`src/rtl/alu_arbiter_if.sv`:
```
// rtl/alu_arbiter_if.sv - request/response and shared-alu bundle for alu_arbiter
interface alu_arbiter_if #(
  parameter int WIDTH  = 64,
  parameter int CTRL_W = 4
);
  logic              req0_valid;
  logic              req0_ready;
  logic [WIDTH-1:0]  req0_a;
  logic [WIDTH-1:0]  req0_b;
  logic [CTRL_W-1:0] req0_ctrl;
  logic              rsp0_valid;
  logic              rsp0_ready;
  logic [WIDTH-1:0]  rsp0_result;
  logic              rsp0_zero;
  logic              rsp0_err;

  logic              req1_valid;
  logic              req1_ready;
  logic [WIDTH-1:0]  req1_a;
  logic [WIDTH-1:0]  req1_b;
  logic [CTRL_W-1:0] req1_ctrl;
  logic              rsp1_valid;
  logic              rsp1_ready;
  logic [WIDTH-1:0]  rsp1_result;
  logic              rsp1_zero;
  logic              rsp1_err;

  logic [WIDTH-1:0]  alu_a;
  logic [WIDTH-1:0]  alu_b;
  logic [CTRL_W-1:0] alu_ctrl;
  logic [WIDTH-1:0]  alu_result;
  logic              alu_zero;

  modport slave (
    input  req0_valid, req0_a, req0_b, req0_ctrl, rsp0_ready,
    input  req1_valid, req1_a, req1_b, req1_ctrl, rsp1_ready,
    input  alu_result, alu_zero,
    output req0_ready, rsp0_valid, rsp0_result, rsp0_zero, rsp0_err,
    output req1_ready, rsp1_valid, rsp1_result, rsp1_zero, rsp1_err,
    output alu_a, alu_b, alu_ctrl
  );

  modport master (
    output req0_valid, req0_a, req0_b, req0_ctrl, rsp0_ready,
    output req1_valid, req1_a, req1_b, req1_ctrl, rsp1_ready,
    output alu_result, alu_zero,
    input  req0_ready, rsp0_valid, rsp0_result, rsp0_zero, rsp0_err,
    input  req1_ready, rsp1_valid, rsp1_result, rsp1_zero, rsp1_err,
    input  alu_a, alu_b, alu_ctrl
  );
endinterface

```
`src/rtl/alu_arbiter.sv`:
```
// rtl/alu_arbiter.sv - round-robin sharing of one combinational alu between two requesters
module alu_arbiter #(
  parameter int WIDTH  = 64,
  parameter int CTRL_W = 4
) (
  input  logic          clk,
  input  logic          reset,
  alu_arbiter_if.slave  bus
);
  logic [1:0]            req_valid;
  logic [1:0]            rsp_ready;
  logic [1:0]            elig;
  logic [1:0]            grant;
  logic                  supported;
  logic [WIDTH-1:0]      alu_a_mux;
  logic [WIDTH-1:0]      alu_b_mux;
  logic [CTRL_W-1:0]     alu_ctrl_mux;

  logic                  last_grant_q, last_grant_d;
  logic [1:0]            rsp_valid_q, rsp_valid_d;
  logic [1:0]            rsp_zero_q, rsp_zero_d;
  logic [1:0]            rsp_err_q, rsp_err_d;
  logic [1:0][WIDTH-1:0] rsp_result_q, rsp_result_d;

  function automatic logic is_supported(input logic [CTRL_W-1:0] c);
    case (c)
      CTRL_W'(4'b0000), CTRL_W'(4'b0001), CTRL_W'(4'b0010),
      CTRL_W'(4'b0110), CTRL_W'(4'b0111), CTRL_W'(4'b1100): return 1'b1;
      default: return 1'b0;
    endcase
  endfunction

  always_comb begin
    req_valid = {bus.req1_valid, bus.req0_valid};
    rsp_ready = {bus.rsp1_ready, bus.rsp0_ready};
    for (int i = 0; i < 2; i++) begin
      // A slot is free when empty or being drained this very cycle.
      elig[i] = !reset && req_valid[i] && (!rsp_valid_q[i] || rsp_ready[i]);
    end
    grant[0] = elig[0] && (!elig[1] || last_grant_q);
    grant[1] = elig[1] && (!elig[0] || !last_grant_q);

    alu_a_mux    = '0;
    alu_b_mux    = '0;
    alu_ctrl_mux = '0;
    if (grant[0]) begin
      alu_a_mux    = bus.req0_a;
      alu_b_mux    = bus.req0_b;
      alu_ctrl_mux = bus.req0_ctrl;
    end else if (grant[1]) begin
      alu_a_mux    = bus.req1_a;
      alu_b_mux    = bus.req1_b;
      alu_ctrl_mux = bus.req1_ctrl;
    end
    supported = is_supported(alu_ctrl_mux);

    last_grant_d = last_grant_q;
    if (grant[1]) begin
      last_grant_d = 1'b1;
    end else if (grant[0]) begin
      last_grant_d = 1'b0;
    end

    rsp_result_d = rsp_result_q;
    rsp_zero_d   = rsp_zero_q;
    rsp_err_d    = rsp_err_q;
    for (int i = 0; i < 2; i++) begin
      rsp_valid_d[i] = rsp_valid_q[i] && !rsp_ready[i];
      if (grant[i]) begin
        rsp_valid_d[i]  = 1'b1;
        rsp_result_d[i] = supported ? bus.alu_result : '0;
        rsp_zero_d[i]   = supported ? bus.alu_zero : 1'b1;
        rsp_err_d[i]    = !supported;
      end
    end
  end

  always_ff @(posedge clk or posedge reset) begin
    if (reset) begin
      last_grant_q <= 1'b1;
      rsp_valid_q  <= '0;
      rsp_zero_q   <= '0;
      rsp_err_q    <= '0;
      rsp_result_q <= '0;
    end else begin
      last_grant_q <= last_grant_d;
      rsp_valid_q  <= rsp_valid_d;
      rsp_zero_q   <= rsp_zero_d;
      rsp_err_q    <= rsp_err_d;
      rsp_result_q <= rsp_result_d;
    end
  end

  assign bus.req0_ready  = grant[0];
  assign bus.req1_ready  = grant[1];
  assign bus.alu_a       = alu_a_mux;
  assign bus.alu_b       = alu_b_mux;
  assign bus.alu_ctrl    = alu_ctrl_mux;
  assign bus.rsp0_valid  = rsp_valid_q[0];
  assign bus.rsp0_result = rsp_result_q[0];
  assign bus.rsp0_zero   = rsp_zero_q[0];
  assign bus.rsp0_err    = rsp_err_q[0];
  assign bus.rsp1_valid  = rsp_valid_q[1];
  assign bus.rsp1_result = rsp_result_q[1];
  assign bus.rsp1_zero   = rsp_zero_q[1];
  assign bus.rsp1_err    = rsp_err_q[1];
endmodule

```
`src/flat_wrapper.sv`:
```
// flat-port wrapper written by rule: the top's interface ports become plain ports
module alu_arbiter_flat 
#(
  parameter int WIDTH  = 64,
  parameter int CTRL_W = 4
)
  (clk, reset, bus_req0_valid, bus_req0_a, bus_req0_b, bus_req0_ctrl, bus_rsp0_ready, bus_req1_valid, bus_req1_a, bus_req1_b, bus_req1_ctrl, bus_rsp1_ready, bus_alu_result, bus_alu_zero, bus_req0_ready, bus_rsp0_valid, bus_rsp0_result, bus_rsp0_zero, bus_rsp0_err, bus_req1_ready, bus_rsp1_valid, bus_rsp1_result, bus_rsp1_zero, bus_rsp1_err, bus_alu_a, bus_alu_b, bus_alu_ctrl);
  alu_arbiter_if #(.WIDTH(WIDTH), .CTRL_W(CTRL_W)) bus_i ();
  input  logic clk;
  input  logic reset;
  input wire logic [$bits(bus_i.req0_valid)-1:0] bus_req0_valid;
  input wire logic [$bits(bus_i.req0_a)-1:0] bus_req0_a;
  input wire logic [$bits(bus_i.req0_b)-1:0] bus_req0_b;
  input wire logic [$bits(bus_i.req0_ctrl)-1:0] bus_req0_ctrl;
  input wire logic [$bits(bus_i.rsp0_ready)-1:0] bus_rsp0_ready;
  input wire logic [$bits(bus_i.req1_valid)-1:0] bus_req1_valid;
  input wire logic [$bits(bus_i.req1_a)-1:0] bus_req1_a;
  input wire logic [$bits(bus_i.req1_b)-1:0] bus_req1_b;
  input wire logic [$bits(bus_i.req1_ctrl)-1:0] bus_req1_ctrl;
  input wire logic [$bits(bus_i.rsp1_ready)-1:0] bus_rsp1_ready;
  input wire logic [$bits(bus_i.alu_result)-1:0] bus_alu_result;
  input wire logic [$bits(bus_i.alu_zero)-1:0] bus_alu_zero;
  output wire logic [$bits(bus_i.req0_ready)-1:0] bus_req0_ready;
  output wire logic [$bits(bus_i.rsp0_valid)-1:0] bus_rsp0_valid;
  output wire logic [$bits(bus_i.rsp0_result)-1:0] bus_rsp0_result;
  output wire logic [$bits(bus_i.rsp0_zero)-1:0] bus_rsp0_zero;
  output wire logic [$bits(bus_i.rsp0_err)-1:0] bus_rsp0_err;
  output wire logic [$bits(bus_i.req1_ready)-1:0] bus_req1_ready;
  output wire logic [$bits(bus_i.rsp1_valid)-1:0] bus_rsp1_valid;
  output wire logic [$bits(bus_i.rsp1_result)-1:0] bus_rsp1_result;
  output wire logic [$bits(bus_i.rsp1_zero)-1:0] bus_rsp1_zero;
  output wire logic [$bits(bus_i.rsp1_err)-1:0] bus_rsp1_err;
  output wire logic [$bits(bus_i.alu_a)-1:0] bus_alu_a;
  output wire logic [$bits(bus_i.alu_b)-1:0] bus_alu_b;
  output wire logic [$bits(bus_i.alu_ctrl)-1:0] bus_alu_ctrl;
  assign bus_i.req0_valid = bus_req0_valid;
  assign bus_i.req0_a = bus_req0_a;
  assign bus_i.req0_b = bus_req0_b;
  assign bus_i.req0_ctrl = bus_req0_ctrl;
  assign bus_i.rsp0_ready = bus_rsp0_ready;
  assign bus_i.req1_valid = bus_req1_valid;
  assign bus_i.req1_a = bus_req1_a;
  assign bus_i.req1_b = bus_req1_b;
  assign bus_i.req1_ctrl = bus_req1_ctrl;
  assign bus_i.rsp1_ready = bus_rsp1_ready;
  assign bus_i.alu_result = bus_alu_result;
  assign bus_i.alu_zero = bus_alu_zero;
  assign bus_req0_ready = bus_i.req0_ready;
  assign bus_rsp0_valid = bus_i.rsp0_valid;
  assign bus_rsp0_result = bus_i.rsp0_result;
  assign bus_rsp0_zero = bus_i.rsp0_zero;
  assign bus_rsp0_err = bus_i.rsp0_err;
  assign bus_req1_ready = bus_i.req1_ready;
  assign bus_rsp1_valid = bus_i.rsp1_valid;
  assign bus_rsp1_result = bus_i.rsp1_result;
  assign bus_rsp1_zero = bus_i.rsp1_zero;
  assign bus_rsp1_err = bus_i.rsp1_err;
  assign bus_alu_a = bus_i.alu_a;
  assign bus_alu_b = bus_i.alu_b;
  assign bus_alu_ctrl = bus_i.alu_ctrl;
  alu_arbiter #(.WIDTH(WIDTH), .CTRL_W(CTRL_W)) u_core (.clk(clk), .reset(reset), .bus(bus_i));
endmodule
```
`config.mk`:
```
export PLATFORM = sky130hd
export DESIGN_NAME = alu_arbiter_flat
export DESIGN_NICKNAME = d
export VERILOG_FILES = /design/src/rtl/alu_arbiter_if.sv /design/src/rtl/alu_arbiter.sv /design/src/flat_wrapper.sv
export SDC_FILE = /design/constraint.sdc
export NUM_CORES = 1
export LEC_CHECK = 0
export CAP_MARGIN = 20
export CORE_AREA = 2 2 232 234
export DETAILED_ROUTE_END_ITERATION = 7
export DIE_AREA = 0 0 234 236
export DONT_BUFFER_PORTS = 1
export PLACE_DENSITY = 0.33
export SETUP_SLACK_MARGIN = 0.4
export SLEW_MARGIN = 25
export SYNTH_ARGS = -nofsm -noshare
export SYNTH_HDL_FRONTEND = slang
export SYNTH_SLANG_ARGS = --single-unit
```
`constraint.sdc`:
```
create_clock -name clk -period 7.6 [get_ports clk]
set_input_delay 1.14 -clock clk [delete_from_list [all_inputs] [get_ports clk]]
set_output_delay 1.14 -clock clk [all_outputs]
set_load 0.005 [all_outputs]
```
==> flow_summary_export.csv, run 1 <==
group,metric,value,unit
setup_path,cp_max_fo,78,
global_routing,grt_pass1_wl,73.80,mm
clock_network,cts-root-buf,"clkbuf_16",
setup_path,cp.required,6.46,ns
sta,fin_crit_sh,0.6851,
clock_network,insertion_delay,0.43,ns
sta,finClkSkew,0.008369,ns
synthesis,synth_top_family_by_area,"compound AO/OA/AOI/OAI gates",
synthesis,ys.flop_type,"dfrtp_1",
layout,area_growth,15.40,%
sta,post-route-min-period,5.207,ns
sta,fmax,192.1,MHz
sta,rsz0062_at_grt,"false",
drt,ant_nets,0,
global_routing,antenna_found_initial,31,
setup_path,crit_path_start,"reset",
clock_network,post_cts_buffers,0,
floorplanning,fp-row-count,85,
placement,io_buffers,0,
clock_network,cts_tree,"yes",
clock_network,cts_sinks,135,
drt,wire_per_inst,37.43,um
synthesis,synth_top_area_frac,0.4074,
setup_path,crit-reg2reg-launch,"u_core.rsp_valid_q[0]$_DFF_PP0_",
setup_path,r2r_slack,4.10,ns
clock_network,htreeDepth,4,
sta,setup_viol,0,
synthesis,synth_edf_count,0,
power_and_ir_drop,powerDensity,304.1,mW/mm^2
layout,layout-drive-gt1-share,0.1399,
floorplanning,start_util,0.1551,
drt,drt_first_pass_iters,6,
synthesis,syn_area,0.008230,sq mm
synthesis,synth_warnings,0,
layout,regArea,0.003379,sq mm
synthesis,synth_simple_gate_area_frac,0.1126,
sta,tns,0,ns
synthesis,ys_async_sr_fraction,1.000,
drt,drc,0,
synthesis,synth-adder-area-share,0,
floorplanning,io_pins,603,
layout,finalNetCount,1130,
synthesis,synth.avg_cell_area,9.504,sq um
setup_path,r2r_end,"u_core.bus.rsp1_result[9]$_DFFE_PP0N_",
setup_path,start_kind,"primary input",
layout,fillers,5842,
floorplanning,core,0.05307,sq mm
sta,maxSlewViolCount,0,
synthesis,ys_top_cells_by_count,"134 x dfrtp_1, 134 x nand2_1, 129 x a22o_1, 84 x clkbuf_1, 68 x inv_1",
layout,multi_input_area,0.004193,sq mm
run,maxCapViolations,0,
outcome,status,"finished clean",
synthesis,muxShareOfSynthArea,0,
setup_path,arrival,4.07,ns
sta,tightest_slew,1.017,ns
clock_network,path_clk_slew,0.06,ns
global_routing,gr-total-overflow,0,
layout,fin_cells,1514,
clock_network,clockBufferDepth,2,
drt,dr.first_iter.drc_count,730,
clock_network,post_cts_resized,0,
floorplanning,die_h,236,um
global_routing,grt_start_max_net_pins,87,
setup_path,endpoint,"bus_alu_b[8]",
synthesis,ys_seq_area_frac,0.4106,
sta,hold_viol_final,0,
synthesis,synth_cell_type_count,37,
placement,gp_congestion,1.064,
setup_path,path_class,"in2out",
power_and_ir_drop,ir_drop,149.3,uV
placement,dp_hpwl,43.44,mm
placement,placed_cells,1471,
clock_network,numCtsBuffers,17,
floorplanning,die_x,234,um
drt,viasPerCell,5.166,
global_routing,grt_pass1_vias,7398,
global_routing,grtUsageTotal,0.1985,
drt,wl,56.67,mm
power_and_ir_drop,p_leak,3.607,nW
clock_network,hold_buffers,0,
sta,relSlewSlack,0.3221,
synthesis,synth-xor-area-share,0,
worst_hold_path,min_path_type,"reg2reg",
synthesis,synth_top_area_cell,"dfrtp_1",
synthesis,synth-seq-cells,135,
synthesis,yosys-top-cells-area,"dfrtp_1 41%, a22o_1 14%, o221ai_2 9.1%",
floorplanning,die-area,0.05522,sq mm
synthesis,syn_nets,1201,
drt,vias,7822,
synthesis,syn_inst,866,
synthesis,synth_compound_area_frac,0.3901,
setup_path,reg2regPathDepth,7,
setup_path,end_kind,"primary output",
==> worst max-delay path, stage by stage <==
cell     delay [ns]
inv_6          0.51
nand2_4        0.50
inv_4          0.78
buf_4          0.60
a22o_1         0.31
==> cell type report <==
cell class | count | area share
multi-input cells | 556 | 0.4414
diodes | 10 | 0.002635
inverters | 70 | 0.02898
clock inverters | 13 | 0.01778
clock buffers | 19 | 0.04769
repair buffers | 15 | 0.01396
flip-flops and latches | 135 | 0.3558
well taps | 696 | 0.09169
==> worst min-delay path by stage <==
stage	depth (start not counted)	start	to	slack (ns)
3_5_place_dp	2	u_core.bus.rsp1_result[21]$_DFFE_PP0N_	u_core.bus.rsp1_result[21]$_DFFE_PP0N_	0.51
4_1_cts	2	u_core.bus.rsp1_result[40]$_DFFE_PP0N_	u_core.bus.rsp1_result[40]$_DFFE_PP0N_	0.53
5_1_grt	2	u_core.bus.rsp1_result[21]$_DFFE_PP0N_	u_core.bus.rsp1_result[21]$_DFFE_PP0N_	0.54
2_1_floorplan	2	u_core.rsp_err_q[0]$_DFFE_PP0P_	u_core.rsp_err_q[0]$_DFFE_PP0P_	0.47
3_3_place_gp	2	u_core.bus.rsp1_result[39]$_DFFE_PP0N_	u_core.bus.rsp1_result[39]$_DFFE_PP0N_	0.50
6_report	2	u_core.bus.rsp1_result[43]$_DFFE_PP0N_	u_core.bus.rsp1_result[43]$_DFFE_PP0N_	0.52
==> layer usage <==
metal  vias to the layer above  global-route usage  share of wire
met5                         -                   0        0.00048
met4                         4             0.07192          0.030
met3                        89             0.07048          0.089
met2                       483              0.3425           0.51
met1                      4017              0.2232           0.37
li1                       3229                   -              -
==> cells by family (layout without fill, tap and decap cells) <==
logic type,Yosys count,count (layout)
flops,135,135
compound gates,339,339
other cells,0,10
simple gates,217,217
buf+inv,175,117
==> flip-flops by register name, indices dropped and copies added (netlist names) <==
register                cells
u_core.rsp_zero_q           2
u_core.bus.rsp0_result     64
u_core.rsp_err_q            2
u_core.rsp_valid_q          2
u_core.last_grant_q         1
u_core.bus.rsp1_result     64
==> stage by stage <==
| step | power [W] | hold WS (ns) | utilization | area (sq um) | worst slack (ns) |
|---|---|---|---|---|---|
| after global placement | 0.002025 | 0.5032 | 0.1663 | 8823 | 2.385 |
| after global routing | 0.003050 | 0.5401 | 0.1790 | 9498 | 2.144 |
| final | 0.002888 | 0.5208 | 0.1790 | 9498 | 2.393 |
| after CTS | 0.002936 | 0.5287 | 0.1780 | 9445 | 2.361 |
| after detailed placement | 0.002001 | 0.5100 | 0.1663 | 8823 | 2.370 |
| after floorplan | 0.001685 | 0.4726 | - | 8232 | 2.245 |
==> where the power goes <==
| part | leakage (nW) | internal (W) | switching [W] |
|---|---|---|---|
| clock | 0.293 | 0.000538 | 0.000373 |
| combinational | 1.68 | 0.000272 | 0.000458 |
| sequential | 1.64 | 0.000963 | 0.000284 |
==> layout by cell type, fill, tap and decap left out, types with 2 or more instances in the layout <==
cell        Yosys  layout
a22o_1        129     129
a22oi_1         3       3
a32oi_1        64      64
a41oi_1         2       2
buf_4           1      14
bufinv_16       0       3
clkbuf_16       0      17
clkbuf_8        0       2
clkinv_4        0       2
clkinvlp_4      0       4
dfrtp_1       134     134
diode_2         0      10
inv_1          68      66
inv_6           0       5
nand2_1       134     133
nand3_1         4       2
nand3_4         0       2
nor2_1          7       7
nor2b_1         2       2
nor3_1         64      64
o221ai_1       14      14
o221ai_2       50      50
o31ai_1        66      66
Note: power is estimated with default switching activity, not from simulation.
==> inputs of run 2 (changes only) <==
==> constraint.sdc (replaced) <==
create_clock -name clk -period 4.23 [get_ports clk]
set_input_delay 0.6345 -clock clk [delete_from_list [all_inputs] [get_ports clk]]
set_output_delay 0.6345 -clock clk [all_outputs]
set_load 0.005 [all_outputs]
==> flow_summary_export.csv, run 2 (same netlist as run 1, synthesis figures left out) <==
group,metric,value,unit
floorplanning,io_pins,603,
sta,maxSlewViolCount,0,
clock_network,htreeDepth,4,
drt,ant_nets,0,
worst_hold_path,min_path_type,"in2async",
setup_path,path_class,"reg2out",
layout,area_growth,16.49,%
setup_path,reg2regPathDepth,7,
setup_path,end_kind,"primary output",
drt,viasPerCell,5.083,
power_and_ir_drop,p_leak,3.649,nW
sta,fmax,289.4,MHz
layout,finalNetCount,1138,
layout,fin_cells,1519,
setup_path,start_kind,"register",
sta,rsz0062_at_grt,"false",
layout,layout-drive-gt1-share,0.1483,
global_routing,grtUsageTotal,0.1915,
drt,dr.first_iter.drc_count,691,
setup_path,cp.required,3.60,ns
setup_path,arrival,2.82,ns
floorplanning,start_util,0.1551,
sta,tns,0,ns
placement,placed_cells,1480,
setup_path,critPathBufInv,2,
drt,wl,54.63,mm
sta,holdWs,0.04404,ns
setup_path,cpMaxStageDelayCell,"a311oi_4",
sta,relSlewSlack,0.3718,
global_routing,grt_pass1_vias,7336,
floorplanning,die_h,236,um
power_and_ir_drop,powerDensity,539.6,mW/mm^2
floorplanning,die-area,0.05522,sq mm
clock_network,hold_buffers,0,
global_routing,grt_start_max_net_pins,74,
clock_network,path_clk_slew,0.06,ns
power_and_ir_drop,ir_drop,275.3,uV
setup_path,r2r_slack,0.88,ns
drt,drt_first_pass_iters,5,
drt,vias,7721,
clock_network,cts_sinks,135,
sta,hold_viol_final,0,
setup_path,crit_path_start,"u_core.rsp_valid_q[0]$_DFF_PP0_",
global_routing,gr-total-overflow,0,
setup_path,cp.depth,6,
placement,io_buffers,0,
drt,wire_per_inst,35.96,um
sta,setup_viol,0,
sta,finClkSkew,0.008302,ns
clock_network,insertion_delay,0.44,ns
layout,layout_common_cells,"134 x dfrtp_1, 133 x nand2_1, 129 x a22o_1",
clock_network,numCtsBuffers,17,
setup_path,cp_top_family,"compound AO/OA/AOI/OAI gates",
outcome,status,"finished clean",
sta,fin_crit_sh,0.8169,
layout,final_common_cell,"dfrtp_1",
drt,drc,0,
floorplanning,fp-row-count,85,
setup_path,crit_chain,"nor2b_1 > a311oi_4 > nand2_4 > inv_4 > buf_12 > a22o_1",
placement,dp_hpwl,42.32,mm
sta,tightest_slew,0.9423,ns
run,maxCapViolations,0,
setup_path,r2r_end,"u_core.bus.rsp1_result[20]$_DFFE_PP0N_",
floorplanning,die_x,234,um
global_routing,grt_pass1_wl,71.87,mm
placement,gp_congestion,1.014,
setup_path,cp_max_fo,46,
clock_network,cts-root-buf,"clkbuf_16",
clock_network,post_cts_resized,0,
setup_path,endpoint,"bus_alu_b[63]",
sta,post-route-min-period,3.456,ns
clock_network,cts_tree,"yes",
clock_network,post_cts_buffers,0,
setup_path,crit-reg2reg-launch,"u_core.rsp_valid_q[0]$_DFF_PP0_",
clock_network,clockBufferDepth,2,
setup_path,slowest_delay,0.47,ns
global_routing,antenna_found_initial,24,
floorplanning,core,0.05307,sq mm
==> run 2: changes by cell type in the layout (fill, tap and decap cells not counted), sizes merged <==
cell	previous run	this run
diode	10	7
clkinvlp	4	6
clkbuf	19	20
clkinv	3	4
inv	73	69
buf	15	23
==> run 2: power breakdown <==
part	total [W]	leakage, nW	internal [W]	switching (W)
Combinational	0.00133	1.73	0.000508	0.000827
Clock	0.00160	0.286	0.000970	0.000632
Sequential	0.00224	1.64	0.00173	0.000505
Total	0.00517	3.65	0.00321	0.00196
==> run 2: how the worst min path moves through the flow <==
stage / endpoint / slack, ns / depth (start not counted)
6_report: u_core.bus.rsp1_result[33]$_DFFE_PP0N_ / 0.04 / 1
5_1_grt: u_core.bus.rsp1_result[33]$_DFFE_PP0N_ / 0.04 / 1
4_1_cts: u_core.rsp_err_q[0]$_DFFE_PP0P_ / 0.03 / 1
3_5_place_dp: u_core.bus.rsp1_result[33]$_DFFE_PP0N_ / 0.51 / 1
3_3_place_gp: u_core.bus.rsp1_result[33]$_DFFE_PP0N_ / 0.51 / 1
2_1_floorplan: u_core.rsp_err_q[0]$_DFFE_PP0P_ / 0.47 / 2
==> run 2: metrics by stage <==
| stage | setup WS [ns] | power [W] | utilization | instance area [sq um] |
|---|---|---|---|---|
| 2_1_floorplan | 0.7894 | 0.003028 | - | 8235 |
| 3_3_place_gp | 0.7744 | 0.003616 | 0.1687 | 8954 |
| 3_5_place_dp | 0.7169 | 0.003631 | 0.1687 | 8954 |
| 4_1_cts | 0.6597 | 0.005271 | 0.1803 | 9570 |
| 5_1_grt | 0.5692 | 0.005471 | 0.1805 | 9578 |
| 6_report | 0.7744 | 0.005174 | 0.1807 | 9588 |
==> run 2: metal layers <==
| metal | track usage | vias up | share of wire |
|---|---|---|---|
| met3 | 0.07096 | 67 | 0.099 |
| met5 | 0 | - | 0.00095 |
| met1 | 0.2275 | 3947 | 0.38 |
| met4 | 0.04047 | 8 | 0.019 |
| met2 | 0.3270 | 458 | 0.50 |
| li1 | - | 3241 | - |
==> run 2: cell type report <==
type / instances / area [sq um]
sequential: 135 / 3379
inverter: 70 / 275.3
antenna: 7 / 17.52
clock buffer: 20 / 466.7
multi-input combinational: 556 / 4193
fill: 5835 / 43480
tap: 696 / 870.8
clock inverter: 12 / 150.1
timing repair buffer: 23 / 235.2
==> inputs of run 3 (changes only) <==
--- a/config.mk
+++ b/config.mk
@@ -6,11 +6,11 @@
 export NUM_CORES = 1
 export LEC_CHECK = 0
 export CAP_MARGIN = 20
-export CORE_AREA = 2 2 232 234
+export CORE_AREA = 2 2 235 237
 export DETAILED_ROUTE_END_ITERATION = 7
-export DIE_AREA = 0 0 234 236
+export DIE_AREA = 0 0 237 239
 export DONT_BUFFER_PORTS = 1
-export PLACE_DENSITY = 0.33
+export PLACE_DENSITY = 0.32
 export SETUP_SLACK_MARGIN = 0.4
 export SLEW_MARGIN = 25
 export SYNTH_ARGS = -nofsm -noshare
==> constraint.sdc (replaced) <==
create_clock -name clk -period 3.2 [get_ports clk]
set_input_delay 0.48 -clock clk [delete_from_list [all_inputs] [get_ports clk]]
set_output_delay 0.48 -clock clk [all_outputs]
set_load 0.005 [all_outputs]
==> flow_summary_export.csv, run 3 (same netlist as run 1, synthesis figures left out) <==
group,metric,value,unit
outcome,status,"finished clean",
sta,fmax,362.6,MHz
setup_path,endpoint,"bus_alu_b[52]",
power_and_ir_drop,p_leak,3.848,nW
power_and_ir_drop,power.switching,0.002620,W
global_routing,grt_pass1_wl,70.30,mm
setup_path,cp_max_fo,49,
sta,rsz0062_at_grt,"true",
layout,fillers,5943,
drt,vias,7711,
sta,tightest_slew,0.9237,ns
power_and_ir_drop,pwr-share-comb,0.272,
power_and_ir_drop,powerDensity,691.4,mW/mm^2
layout,final_util,0.1840,
worst_hold_path,min-delay-start,"bus_req0_valid",
drt,viasPerCell,5.020,
sta,fin_crit_sh,0.8619,
floorplanning,start_util,0.1515,
worst_hold_path,min_path_type,"in2reg",
setup_path,r2r_end,"u_core.bus.rsp1_result[58]$_DFFE_PP0N_",
sta,finClkSkew,0.009381,ns
layout,final_common_cell,"dfrtp_1",
drt,drc,0,
clock_network,path_clk_slew,0.06,ns
setup_path,crit-reg2reg-launch,"u_core.last_grant_q$_DFFE_PP1P_",
sta,post-route-min-period,2.758,ns
global_routing,grt_pass1_vias,7264,
global_routing,gr-total-overflow,0,
layout,area_growth,21.47,%
drt,drt_first_pass_iters,6,
layout,finalNetCount,1151,
setup_path,arrival,2.28,ns
power_and_ir_drop,seqPwrFrac,0.428,
clock_network,clockBufferDepth,2,
floorplanning,die-area,0.05664,sq mm
sta,maxSlewViolCount,0,
drt,dr.first_iter.drc_count,634,
drt,wl,53.58,mm
sta,hold_viol_final,0,
clock_network,cts_sinks,135,
placement,gp_congestion,1.001,
drt,ant_nets,0,
placement,io_buffers,0,
setup_path,path_class,"reg2out",
setup_path,reg2regPathDepth,8,
setup_path,cp.required,2.72,ns
floorplanning,die_x,237,um
global_routing,grt_start_max_net_pins,198,
setup_path,crit_path_start,"u_core.rsp_valid_q[1]$_DFF_PP0_",
clock_network,cts_tree,"yes",
floorplanning,fp-row-count,86,
power_and_ir_drop,sw_frac_of_total,0.3791,
sta,setup_viol,0,
floorplanning,die_h,239,um
clock_network,numCtsBuffers,17,
clock_network,cts-root-buf,"clkbuf_16",
floorplanning,core,0.05434,sq mm
clock_network,insertion_delay,0.46,ns
floorplanning,io_pins,603,
power_and_ir_drop,ir_drop,399.9,uV
layout,layout-drive-gt1-share,0.1918,
setup_path,start_kind,"register",
setup_path,r2r_slack,0.54,ns
run,maxCapViolations,0,
sta,tns,0,ns
global_routing,antenna_found_initial,17,
clock_network,htreeDepth,4,
power_and_ir_drop,p_int,0.004291,W
global_routing,grtUsageTotal,0.1816,
placement,dp_hpwl,40.72,mm
setup_path,end_kind,"primary output",
drt,wire_per_inst,34.88,um
layout,layout_common_cells,"134 x dfrtp_1, 133 x nand2_1, 104 x a22o_1",
sta,relSlewSlack,0.3842,
power_and_ir_drop,pwr-share-clk,0.300,
## run 3: changes by cell type in the layout (fill, tap and decap cells not counted), sizes merged
| cell | before | now |
|---|---|---|
| bufbuf | 0 | 2 |
| diode | 7 | 3 |
| clkbuf | 20 | 21 |
| clkinvlp | 6 | 2 |
| dlygate4sd3 | 0 | 1 |
| inv | 69 | 70 |
| buf | 23 | 32 |
| clkinv | 4 | 7 |
## run 3: metrics by stage
step	instances	worst slack [ns]	power [W]	hold WS, ns	cell area [sq um]
3_5_place_dp	1494	0.2918	0.004829	0.2755	9116
6_report	1536	0.4420	0.006912	0.1299	9997
4_1_cts	1531	0.3739	0.007006	0.09855	9892
2_1_floorplan	866	0.4927	0.004002	0.4221	8243
3_3_place_gp	1494	0.3069	0.004825	0.2721	9116
5_1_grt	1535	0.3647	0.007290	0.1253	9995
## run 3: layout make-up
type | count | area (sq um) | share of cell area
repair buffers | 36 | 541.8 | 0.05419
multi-input cells | 556 | 4297 | 0.4298
clock inverters | 12 | 151.4 | 0.01514
inverters | 70 | 292.8 | 0.02929
clock buffers | 20 | 446.7 | 0.04468
flip-flops and latches | 135 | 3379 | 0.3380
well taps | 704 | 880.8 | 0.08811
diodes | 3 | 7.507 | 0.0007509
## run 3: power groups by stage
stage | Combinational (W) | Sequential [W] | Clock, W
6_report | 0.00188 | 0.00296 | 0.00207
5_1_grt | 0.00207 | 0.00301 | 0.00221
4_1_cts | 0.00189 | 0.00299 | 0.00213
3_5_place_dp | 0.00182 | 0.00300 | 0
3_3_place_gp | 0.00180 | 0.00302 | 0
2_1_floorplan | 0.00135 | 0.00266 | 0
## run 3: worst min-delay path by stage
stage                                             to  cells past startpoint
5_1_grt              u_core.last_grant_q$_DFFE_PP1P_                      1
6_report             u_core.last_grant_q$_DFFE_PP1P_                      1
3_3_place_gp         u_core.rsp_err_q[0]$_DFFE_PP0P_                      1
2_1_floorplan  u_core.bus.rsp0_result[0]$_DFFE_PP0P_                      1
4_1_cts              u_core.last_grant_q$_DFFE_PP1P_                      1
3_5_place_dp         u_core.rsp_err_q[1]$_DFFE_PP0N_                      1
## run 3: per-layer routing
metal	part of all wire	wire length, um	vias up	GRT usage
met4	0.022	1156	16	0.05082
met5	0.0016	85	-	0
met2	0.48	25860	472	0.2966
li1	-	-	3262	-
met1	0.40	21450	3882	0.2211
met3	0.094	5026	79	0.07148
## run 3: critical path, stage by stage, from the launching register on
cell	delay [ns]
dfrtp_1	0.41
nand2b_4	0.11
and3_1	0.24
o21ai_4	0.12
inv_8	0.27
buf_12	0.27
a22o_1	0.31
## run 3: what timing repair did
action,in CTS,in global routing
resized for setup,25,14
pin swaps,1,1
cloned,2,1
buffers inserted,1,1
setup endpoints to repair,180,224
hold endpoints to repair,21,0
hold buffers,2,0
